$ cat src/rtl/apb_global_pkg.sv
`default_nettype none
// ============================================================================
//  Module   : apb_global_pkg
//  Purpose  : Shared types and defaults for the APB multi-slave interconnect.
//             - Default slave count and region size.
//             - Interconnect FSM state encoding.
//             - Slave index type sized for the default slave count.
//  Revision : 1.0  initial release
// ============================================================================
package apb_global_pkg;

    localparam int c_DEFAULT_NO_OF_SLAVES      = 4;
    localparam int c_DEFAULT_SLAVE_REGION_BITS = 12;

    typedef enum logic [1:0] {
        IDLE   = 2'd0,
        ACCESS = 2'd1,
        DECERR = 2'd2,
        ABORT  = 2'd3
    } apb_ic_state_e;

    typedef logic [$clog2(c_DEFAULT_NO_OF_SLAVES)-1:0] slave_idx_t;

endpackage
`default_nettype wire

$ cat src/rtl/apb_addr_decoder.sv
`default_nettype none
// ============================================================================
//  Module   : apb_addr_decoder
//  Purpose  : Combinational address decode for the APB interconnect. Slaves
//             own contiguous 2**SLAVE_REGION_BITS byte regions starting at
//             SLAVE_BASE.
//  Ports    : i_paddr  - master address
//             i_pprot  - master protection attributes
//             o_hit    - address maps to an accessible slave
//             o_idx    - slave index (valid only when o_hit)
//             o_sel    - one-hot slave select (zero on a miss)
//  Options  : APB_PROT_CHECK_EN - non-secure (pprot[1]=1) accesses to slaves
//             flagged in SECURE_SLAVE_MASK are reported as misses.
//  Revision : 1.0  initial release
// ============================================================================
module apb_addr_decoder
    import apb_global_pkg::*;
#(
    parameter int                        ADDRESS_WIDTH     = 32,
    parameter int                        NO_OF_SLAVES      = c_DEFAULT_NO_OF_SLAVES,
    parameter logic [ADDRESS_WIDTH-1:0]  SLAVE_BASE        = '0,
    parameter int                        SLAVE_REGION_BITS = c_DEFAULT_SLAVE_REGION_BITS,
    parameter logic [NO_OF_SLAVES-1:0]   SECURE_SLAVE_MASK = '0,
    parameter int                        IDX_W             = 2
) (
    input  logic [ADDRESS_WIDTH-1:0] i_paddr,
    input  logic [2:0]               i_pprot,
    output logic                     o_hit,
    output logic [IDX_W-1:0]         o_idx,
    output logic [NO_OF_SLAVES-1:0]  o_sel
);

    localparam logic [ADDRESS_WIDTH-1:0] c_SLAVE_COUNT = ADDRESS_WIDTH'(NO_OF_SLAVES);

    logic [ADDRESS_WIDTH-1:0] w_offset;
    logic [ADDRESS_WIDTH-1:0] w_region;
    logic                     w_in_range;
    logic                     w_blocked;

    assign w_offset   = i_paddr - SLAVE_BASE;
    assign w_region   = w_offset >> SLAVE_REGION_BITS;
    // Below-base addresses wrap to large offsets, hence the explicit >= test.
    assign w_in_range = (i_paddr >= SLAVE_BASE) && (w_region < c_SLAVE_COUNT);
    assign o_idx      = w_region[IDX_W-1:0];

`ifdef APB_PROT_CHECK_EN
    logic w_unused_pprot;
    assign w_unused_pprot = i_pprot[0] ^ i_pprot[2];
    assign w_blocked      = i_pprot[1] && SECURE_SLAVE_MASK[o_idx];
`else
    logic w_unused_pprot;
    assign w_unused_pprot = ^{i_pprot, SECURE_SLAVE_MASK};
    assign w_blocked      = 1'b0;
`endif

    assign o_hit = w_in_range && !w_blocked;
    assign o_sel = o_hit ? (NO_OF_SLAVES'(1) << o_idx) : '0;

endmodule
`default_nettype wire

$ cat src/rtl/apb_multi_slave_interconnect.sv
`default_nettype none
// ============================================================================
//  Module   : apb_multi_slave_interconnect
//  Purpose  : One APB master fanned out to NO_OF_SLAVES APB slaves. Adds
//             decode-error responses for unmapped addresses and aborts
//             slaves that hold pready low for TIMEOUT_CYCLES access cycles.
//  Ports    : pclk/preset         - clock, synchronous active-high reset
//             m_*                 - master-side APB port
//             s_psel              - one-hot slave select
//             s_penable, s_paddr, s_pwrite, s_pstrb, s_pwdata, s_pprot
//                                 - broadcast copies to all slaves
//             s_pready/s_prdata/s_pslverr - per-slave responses
//  Options  : APB_PROT_CHECK_EN - enables the secure-slave pprot check in
//             the address decoder.
//  Revision : 1.0  initial release
// ============================================================================
module apb_multi_slave_interconnect
    import apb_global_pkg::*;
#(
    parameter int                        ADDRESS_WIDTH     = 32,
    parameter int                        DATA_WIDTH        = 32,
    parameter int                        NO_OF_SLAVES      = c_DEFAULT_NO_OF_SLAVES,
    parameter logic [ADDRESS_WIDTH-1:0]  SLAVE_BASE        = '0,
    parameter int                        SLAVE_REGION_BITS = c_DEFAULT_SLAVE_REGION_BITS,
    parameter int                        TIMEOUT_CYCLES    = 16,
    parameter logic [NO_OF_SLAVES-1:0]   SECURE_SLAVE_MASK = '0
) (
    input  logic                               pclk,
    input  logic                               preset,
    input  logic                               m_psel,
    input  logic                               m_penable,
    input  logic [ADDRESS_WIDTH-1:0]           m_paddr,
    input  logic                               m_pwrite,
    input  logic [DATA_WIDTH/8-1:0]            m_pstrb,
    input  logic [DATA_WIDTH-1:0]              m_pwdata,
    input  logic [2:0]                         m_pprot,
    output logic                               m_pready,
    output logic [DATA_WIDTH-1:0]              m_prdata,
    output logic                               m_pslverr,
    output logic [NO_OF_SLAVES-1:0]            s_psel,
    output logic                               s_penable,
    output logic [ADDRESS_WIDTH-1:0]           s_paddr,
    output logic                               s_pwrite,
    output logic [DATA_WIDTH/8-1:0]            s_pstrb,
    output logic [DATA_WIDTH-1:0]              s_pwdata,
    output logic [2:0]                         s_pprot,
    input  logic [NO_OF_SLAVES-1:0]            s_pready,
    input  logic [NO_OF_SLAVES*DATA_WIDTH-1:0] s_prdata,
    input  logic [NO_OF_SLAVES-1:0]            s_pslverr
);

    localparam int c_IDX_W = (NO_OF_SLAVES > 1) ? $clog2(NO_OF_SLAVES) : 1;
    localparam int c_CNT_W = $clog2(TIMEOUT_CYCLES);
    localparam logic [c_CNT_W-1:0] c_CNT_LAST = c_CNT_W'(TIMEOUT_CYCLES - 1);

    apb_ic_state_e               r_state;
    apb_ic_state_e               w_state_next;
    logic [c_IDX_W-1:0]          r_sel;
    logic [c_IDX_W-1:0]          w_sel_next;
    logic [c_CNT_W-1:0]          r_cnt;
    logic [c_CNT_W-1:0]          w_cnt_next;

    logic                        w_dec_hit;
    logic [c_IDX_W-1:0]          w_dec_idx;
    logic [NO_OF_SLAVES-1:0]     w_dec_sel;

    logic [NO_OF_SLAVES-1:0]     w_psel;
    logic                        w_penable;
    logic                        w_pready;
    logic                        w_pslverr;
    logic [DATA_WIDTH-1:0]       w_prdata;
    logic                        w_setup;
    logic                        w_slv_ready;
    logic [DATA_WIDTH-1:0]       w_slave_rdata [NO_OF_SLAVES];

    generate
        for (genvar gi = 0; gi < NO_OF_SLAVES; gi++) begin : g_rdata
            assign w_slave_rdata[gi] = s_prdata[gi*DATA_WIDTH +: DATA_WIDTH];
        end
    endgenerate

    apb_addr_decoder #(
        .ADDRESS_WIDTH     (ADDRESS_WIDTH),
        .NO_OF_SLAVES      (NO_OF_SLAVES),
        .SLAVE_BASE        (SLAVE_BASE),
        .SLAVE_REGION_BITS (SLAVE_REGION_BITS),
        .SECURE_SLAVE_MASK (SECURE_SLAVE_MASK),
        .IDX_W             (c_IDX_W)
    ) u_decoder (
        .i_paddr (m_paddr),
        .i_pprot (m_pprot),
        .o_hit   (w_dec_hit),
        .o_idx   (w_dec_idx),
        .o_sel   (w_dec_sel)
    );

    assign w_setup     = m_psel && !m_penable;
    assign w_slv_ready = s_pready[r_sel];

    always_comb begin
        w_state_next = r_state;
        w_sel_next   = r_sel;
        w_cnt_next   = r_cnt;
        w_psel       = '0;
        w_penable    = 1'b0;
        w_pready     = 1'b0;
        w_pslverr    = 1'b0;
        w_prdata     = '0;
        unique case (r_state)
            IDLE: begin
                w_cnt_next = '0;
                // A lone penable without a preceding setup is ignored here.
                if (w_setup) begin
                    if (w_dec_hit) begin
                        w_psel       = w_dec_sel;
                        w_sel_next   = w_dec_idx;
                        w_state_next = ACCESS;
                    end else begin
                        w_state_next = DECERR;
                    end
                end
            end
            ACCESS: begin
                if (!m_psel) begin
                    w_state_next = IDLE;
                    w_cnt_next   = '0;
                end else begin
                    w_psel    = NO_OF_SLAVES'(1) << r_sel;
                    w_penable = m_penable;
                    w_pready  = w_slv_ready;
                    w_pslverr = s_pslverr[r_sel];
                    w_prdata  = w_slave_rdata[r_sel];
                    if (m_penable && w_slv_ready) begin
                        w_state_next = IDLE;
                        w_cnt_next   = '0;
                    end else if (!w_slv_ready) begin
                        if (r_cnt == c_CNT_LAST) begin
                            w_state_next = ABORT;
                        end else begin
                            w_cnt_next = r_cnt + 1'b1;
                        end
                    end
                end
            end
            DECERR: begin
                if (!m_psel) begin
                    w_state_next = IDLE;
                end else if (m_penable) begin
                    w_pready     = 1'b1;
                    w_pslverr    = 1'b1;
                    w_state_next = IDLE;
                end
            end
            ABORT: begin
                // Slave already dropped; any late pready from it is not observed.
                w_pready     = 1'b1;
                w_pslverr    = 1'b1;
                w_cnt_next   = '0;
                w_state_next = IDLE;
            end
            default: begin
                w_state_next = IDLE;
            end
        endcase
    end

    always_ff @(posedge pclk) begin
        if (preset) begin
            r_state <= IDLE;
            r_sel   <= '0;
            r_cnt   <= '0;
        end else begin
            r_state <= w_state_next;
            r_sel   <= w_sel_next;
            r_cnt   <= w_cnt_next;
        end
    end

    // Reset drops the transfer in the same cycle: slave deselected and no
    // response reaches the master even though the state register still holds.
    assign s_psel    = w_psel & {NO_OF_SLAVES{~preset}};
    assign s_penable = w_penable & ~preset;
    assign m_pready  = w_pready & ~preset;
    assign m_pslverr = w_pslverr & ~preset;
    assign m_prdata  = w_prdata & {DATA_WIDTH{~preset}};

    assign s_paddr  = m_paddr;
    assign s_pwrite = m_pwrite;
    assign s_pstrb  = m_pstrb;
    assign s_pwdata = m_pwdata;
    assign s_pprot  = m_pprot;

endmodule
`default_nettype wire

$ cat config.mk
export PLATFORM = sky130hd
export DESIGN_NAME = apb_multi_slave_interconnect
export DESIGN_NICKNAME = d
export VERILOG_FILES = /design/src/rtl/apb_global_pkg.sv /design/src/rtl/apb_addr_decoder.sv /design/src/rtl/apb_multi_slave_interconnect.sv
export SDC_FILE = /design/constraint.sdc
export NUM_CORES = 1
export LEC_CHECK = 0
export ABC_CLOCK_PERIOD_IN_PS = 4600
export BUFFER_PORTS_ARGS = -buffer_cell sky130_fd_sc_hd__buf_2
export CAP_MARGIN = 10
export CELL_PAD_IN_SITES_DETAIL_PLACEMENT = 0
export CELL_PAD_IN_SITES_GLOBAL_PLACEMENT = 1
export CORE_AREA = 4 4 124 126
export DETAILED_ROUTE_END_ITERATION = 8
export DIE_AREA = 0 0 128 130
export HOLD_SLACK_MARGIN = 0.15
export PLACE_DENSITY_LB_ADDON = 0.1
export REMOVE_ABC_BUFFERS = 1
export SETUP_SLACK_MARGIN = 0.02
export SYNTH_ARGS = -nofsm -noshare
export SYNTH_HDL_FRONTEND = slang
export SYNTH_HIERARCHICAL = 1
export SYNTH_SLANG_ARGS = --single-unit
$ cat constraint.sdc
create_clock -name pclk -period 4.6 [get_ports pclk]
set_clock_uncertainty 0.05 [all_clocks]
set_input_delay 0.23 -clock pclk [delete_from_list [all_inputs] [get_ports pclk]]
set_output_delay 0.23 -clock pclk [all_outputs]
set_load 0.1 [all_outputs]
Word level (Yosys, flattened, before mapping)
Cells that the tools add are included.
{"block": "word_totals", "regBits": 8, "input_bits": 212, "output_inout_bits": 111, "wordCells": 71}
{"block": "op_classes", "shift": 2, "bitwise": 7, "mux": 35, "reduce_logical": 10, "eq_ne": 9, "addsub": 1, "order_cmp": 4}
{"operator": "$mux 32", "n": 4}
{"operator": "$bmux 32 s2", "n": 1}
{"operator": "$and 32x32->32", "n": 1}
{"operator": "$ge 32x1->1 const B", "n": 1}
{"operator": "$mux 4", "n": 7}
{"operator": "$lt 20x3->1 const B", "n": 1}
{"operator": "$mux 2", "n": 8}
{"operator": "$pmux 4 s2", "n": 2}
{"operator": "$ne 4x4->1 const B", "n": 3}
{"operator": "$mux 1", "n": 8}
{"operator": "$pmux 2 s4", "n": 1}
{"operator": "$shl 1x2->4 const A", "n": 2}
{"operator": "$pmux 1 s3", "n": 2}
{"operator": "$reduce_and 3->1", "n": 2}
{"operator": "$add 4x1->4 const B", "n": 1}
{"operator": "$and 4x4->4", "n": 1}
{"operator": "$bmux 1 s2", "n": 2}
{"operator": "$eq 2x2->1 const B", "n": 2}
{"operator": "$eq 4x4->1 const B", "n": 1}
{"operator": "$reduce_and 4->1", "n": 1}
{"operator": "$and 1x1->1", "n": 3}
{"operator": "$ge 3x3->1 const B", "n": 1}
{"operator": "$logic_and 1x1->1", "n": 3}
{"operator": "$lt 2x3->1 const B", "n": 1}
{"operator": "9 further kinds", "n": 9}

Longest topological paths before layout
{"block": "depth", "word_depth": 7, "ltp_mapped": 8, "depth_no_buf": 7}

By module
Netlist, hierarchy kept.
{"mod": "apb_multi_slave_interconnect", "seq_area_each_um2": 160.2, "instances": 1, "area_each_um2": 2214.6, "cells_each": 235}
{"mod": "apb_addr_decoder", "seq_area_each_um2": 0.0, "instances": 1, "area_each_um2": 113.9, "cells_each": 16}

Least setup slack after synthesis
Ideal clock, no wire load.
{"block": "synth_path", "path_type": "register to output", "startpoint": "register r_sel[1]", "endpoint": "output port m_pslverr", "setup_slack_ps": 1071, "path_stages_with_launch": 5, "required_time_ps": 4320, "arrival_ps": 3249, "n_path_buf": 1, "cell_sequence": "dfxtp_1 > buf_1 > mux4_2 > nand2_1 > a211oi_1"}
{"block": "synth_via", "elab_chain_cells": 5}
{"element": "start, declared", "line_no": "apb_multi_slave_interconnect.sv:58", "rtl": "logic [c_IDX_W-1:0] r_sel;"}
{"element": "start signal, assigned", "line_no": "apb_multi_slave_interconnect.sv:174", "rtl": "r_sel <= w_sel_next;"}
{"element": "$bmux 1 s2", "line_no": "apb_multi_slave_interconnect.sv:131", "rtl": "w_pslverr = s_pslverr[r_sel];"}
{"element": "$mux 1 (not written as such)", "line_no": "apb_multi_slave_interconnect.sv:131"}
{"element": "$mux 1", "line_no": "apb_multi_slave_interconnect.sv:124", "rtl": "if (!m_psel) begin"}
{"element": "$pmux 1 s3", "line_no": "apb_multi_slave_interconnect.sv:109", "rtl": "unique case (r_state)"}
{"element": "$and 1x1->1", "line_no": "apb_multi_slave_interconnect.sv:184", "rtl": "assign m_pslverr = w_pslverr & ~preset;"}
{"element": "end, declared", "line_no": "apb_multi_slave_interconnect.sv:39", "rtl": "output logic m_pslverr,"}
No other way between the ends. The select of a mux whose other input is x is not followed.

Worst setup path after layout
{"block": "layout_path", "startpoint": "register r_sel[0]", "endpoint": "output port m_pready"}
{"block": "layout_via", "elab_chain_cells": 5}
{"element": "$bmux 1 s2", "line_no": "apb_multi_slave_interconnect.sv:98", "rtl": "assign w_slv_ready = s_pready[r_sel];"}
{"element": "$mux 1 (not written as such)", "line_no": "apb_multi_slave_interconnect.sv:98"}
{"element": "$mux 1", "line_no": "apb_multi_slave_interconnect.sv:124"}
{"element": "$pmux 1 s3", "line_no": "apb_multi_slave_interconnect.sv:109"}
{"element": "$and 1x1->1", "line_no": "apb_multi_slave_interconnect.sv:183", "rtl": "assign m_pready = w_pready & ~preset;"}
{"element": "end, declared", "line_no": "apb_multi_slave_interconnect.sv:37", "rtl": "output logic m_pready,"}
No other way between the ends. The select of a mux whose other input is x is not followed.

==> results.md <==
- Flip-flop and latch area: 163 sq um
- Longest Clk Path Bufs: 2
- Crit path kind: register to output pin
- PwrDens: 239 nW/um^2
- Nets: 606
- Max-capacitance violation count: 0
- Setup bufs post-CTS: 0
- Commonest non-fill, non-tap cells in the layout: buf_2, nor2b_1, mux4_2, nor2_1, nand2_1
- Via density: 4.32
- Share of cells above drive strength 1: 69.0%
- Worst setup SP type: register
- Clk root buf: clkbuf_16
- Post-synthesis adder-cell area fraction: 2.69%
- Xor and xnor fraction of the mapped netlist area: 0%
- Complex-gate fraction of the synthesized area: 6.39%
- Skew-Pair Late Insertion Delay: 240 ps
- Simple-gate area share of the yosys netlist: 20.4%
- First-pass GRT wire length: 22,100 um
- Register area share after synthesis: 6.88%
- Routed length per placed instance: 30.8 um
- Worst vdd ir: 0.115 mV
- # DRC: 0
- Main synth FF type: dfxtp_1
- Async S/R FF share, synth: 0%
- Final setup margin: 1860 ps
- Relative slew slack: 59.3%
- Clock transition at path regs: 40 ps
- Htree depth: 1
- Place WS: 1940 ps
- Commonest non-fill, non-tap cell in the layout: buf_2
- CTS Buf Count: 3
- GP Congestion: 0.863
- Vias in the first global route: 2,511
- Synth top area share: 32.9%
- Multi-input gate area: 1520 sq um
- Largest net degree at the start of global routing: 28
- CTS Hold Bufs: 0
- Avg Synthesized Cell Area: 9.28 sq um
- GR Util All Layers: 19.6%
- Congestion Overflow GR: 0
- Synth Register Bits: 8
- Worst hold slack: 276 ps
- Initial antenna violation count: 0
- I/O pins: 323
- Post-CTS sizing: 0
- HPWL Detailed: 16,200 um
- Final setup viols: 0
- Fill cells: 1,631
- Vias: 2,468
- Area Growth Syn to Fin: 34.4%
- Placed Area: 3060 sq um
- Fin crit share: 59.5%
- Post-synthesis mux area share: 35.9%
- CP Max Fanout: 15
- Die H: 130 um
- Critical Path AT: 2460 ps
- CP required: 4320 ps
- Die width: 128 um
- Initial detailed-routing violation count: 55
- # clock sinks: 8
- Largest family of logic cells by synthesized area: multiplexers
- Max Clk Rate: 365 MHz
- Die footprint: 16,600 sq um
- Number of I/O port buffers: 218
- CTS tree: built
- Post-route cell area: 3130 sq um
- Area contributors post-synth: mux4_2, buf_4, nor2b_1, dfxtp_1, mux2i_1
- RSZ-0062 raised after global routing: no
- Final Hold Fails: 0
- Non-Filler Instances: 571
- Final Routed Wirelength: 17,600 um
- Post-DRT Antenna Nets: 0
- Status: completed
- Synthesized area: 2330 sq um
- Starting Density: 16.3%
- Rows: 44
- P_leak: 1.44 nW
- EDFF count, synth: 0
- Worst-margin pin slew: 611 ps
- Core Area: 14,300 sq um
- Top cell type by total area after synthesis: mux4_2
- Ant. Diodes: 0
- Slew Viols, Final: 0
- Initial DRT Pass Iterations: 4
- Syn Inst Count: 251
- Crit end category: output pin
- Synth cell types: 35
- Final Critical Period: 2740 ps
- Core Util, Final: 21.9%
- Syn. warnings: 6
- Post-Place Cells: 568
- Worst Hold Class: input pin to register
worst max-delay path: stages, from the launching register on:
cell and delay [ps]:
dfxtp_2 630, buf_4 380, mux4_2 330, nand2_1 80, a211oi_1 300, buf_2 480
power breakdown:
part | internal, W | switching (W)
sequential | 0.0000801 | 0.00000815
clock | 0.000113 | 0.0000447
combinational | 0.000147 | 0.000357
total | 0.000340 | 0.000410
layout make-up:
type / count / area share, %
clock buffers: 3 / 2.40
inverters: 5 / 0.600
multi-input cells: 149 / 48.6
flip-flops and latches: 8 / 5.20
well taps: 184 / 7.35
repair buffers: 222 / 35.8
sequential cells by signal, summed over array words and instances, names as in the netlist:
register  cells
r_state       2
r_sel         2
r_cnt         4
final timing paths:
path	cells after the start	to	start	slack, ps
worst max register to register	6	r_cnt[2]$_SDFFE_PP0P_	r_sel[0]$_SDFFE_PP0P_	1980
worst min-delay path	3	r_sel[1]$_SDFFE_PP0P_	m_paddr[13]	280
worst min register to register	2	r_cnt[0]$_SDFFE_PP0P_	r_cnt[0]$_SDFFE_PP0P_	460
worst max-delay path	5	m_pready	r_sel[0]$_SDFFE_PP0P_	1860
metal layers:
layer / part of all wire, % / track usage [%]
met1: 21 / 12.0
met2: 55 / 38.4
met3: 20 / 18.5
met4: 2.8 / 4.81
met5: 1.2 / 8.53
through the flow:
| step | total power, W | setup TNS (ps) |
|---|---|---|
| finish | 0.000750 | 0 |
| global placement | 0.000600 | 0 |
| CTS | 0.000756 | 0 |
| global route | 0.000791 | 0 |
| floorplan | 0.000381 | -346 |
| detailed placement | 0.000595 | 0 |
cell families after synthesis:
group | count (synthesis)
buffers and inverters | 94
and+or+nand+nor | 83
muxes | 41
AOI/OAI and AO/OA | 20
DFF | 8
adders and majority gates | 5
cells in the mapped netlist (2+ instances only):
| master | count |
|---|---|
| nor2b_1 | 36 |
| buf_4 | 75 |
| nand2_1 | 9 |
| dfxtp_1 | 8 |
| mux2i_1 | 7 |
| nor2_1 | 16 |
| inv_1 | 5 |
| clkbuf_1 | 9 |
| a211oi_1 | 5 |
| a21oi_1 | 4 |
| nand3_1 | 2 |
| nand2b_1 | 5 |
| nor4_2 | 2 |
| mux4_2 | 34 |
| buf_2 | 3 |
| nor3_1 | 4 |
| ha_1 | 5 |
| nor4_1 | 4 |
| and2_1 | 2 |
Note: power is estimated with default switching activity, not from simulation.
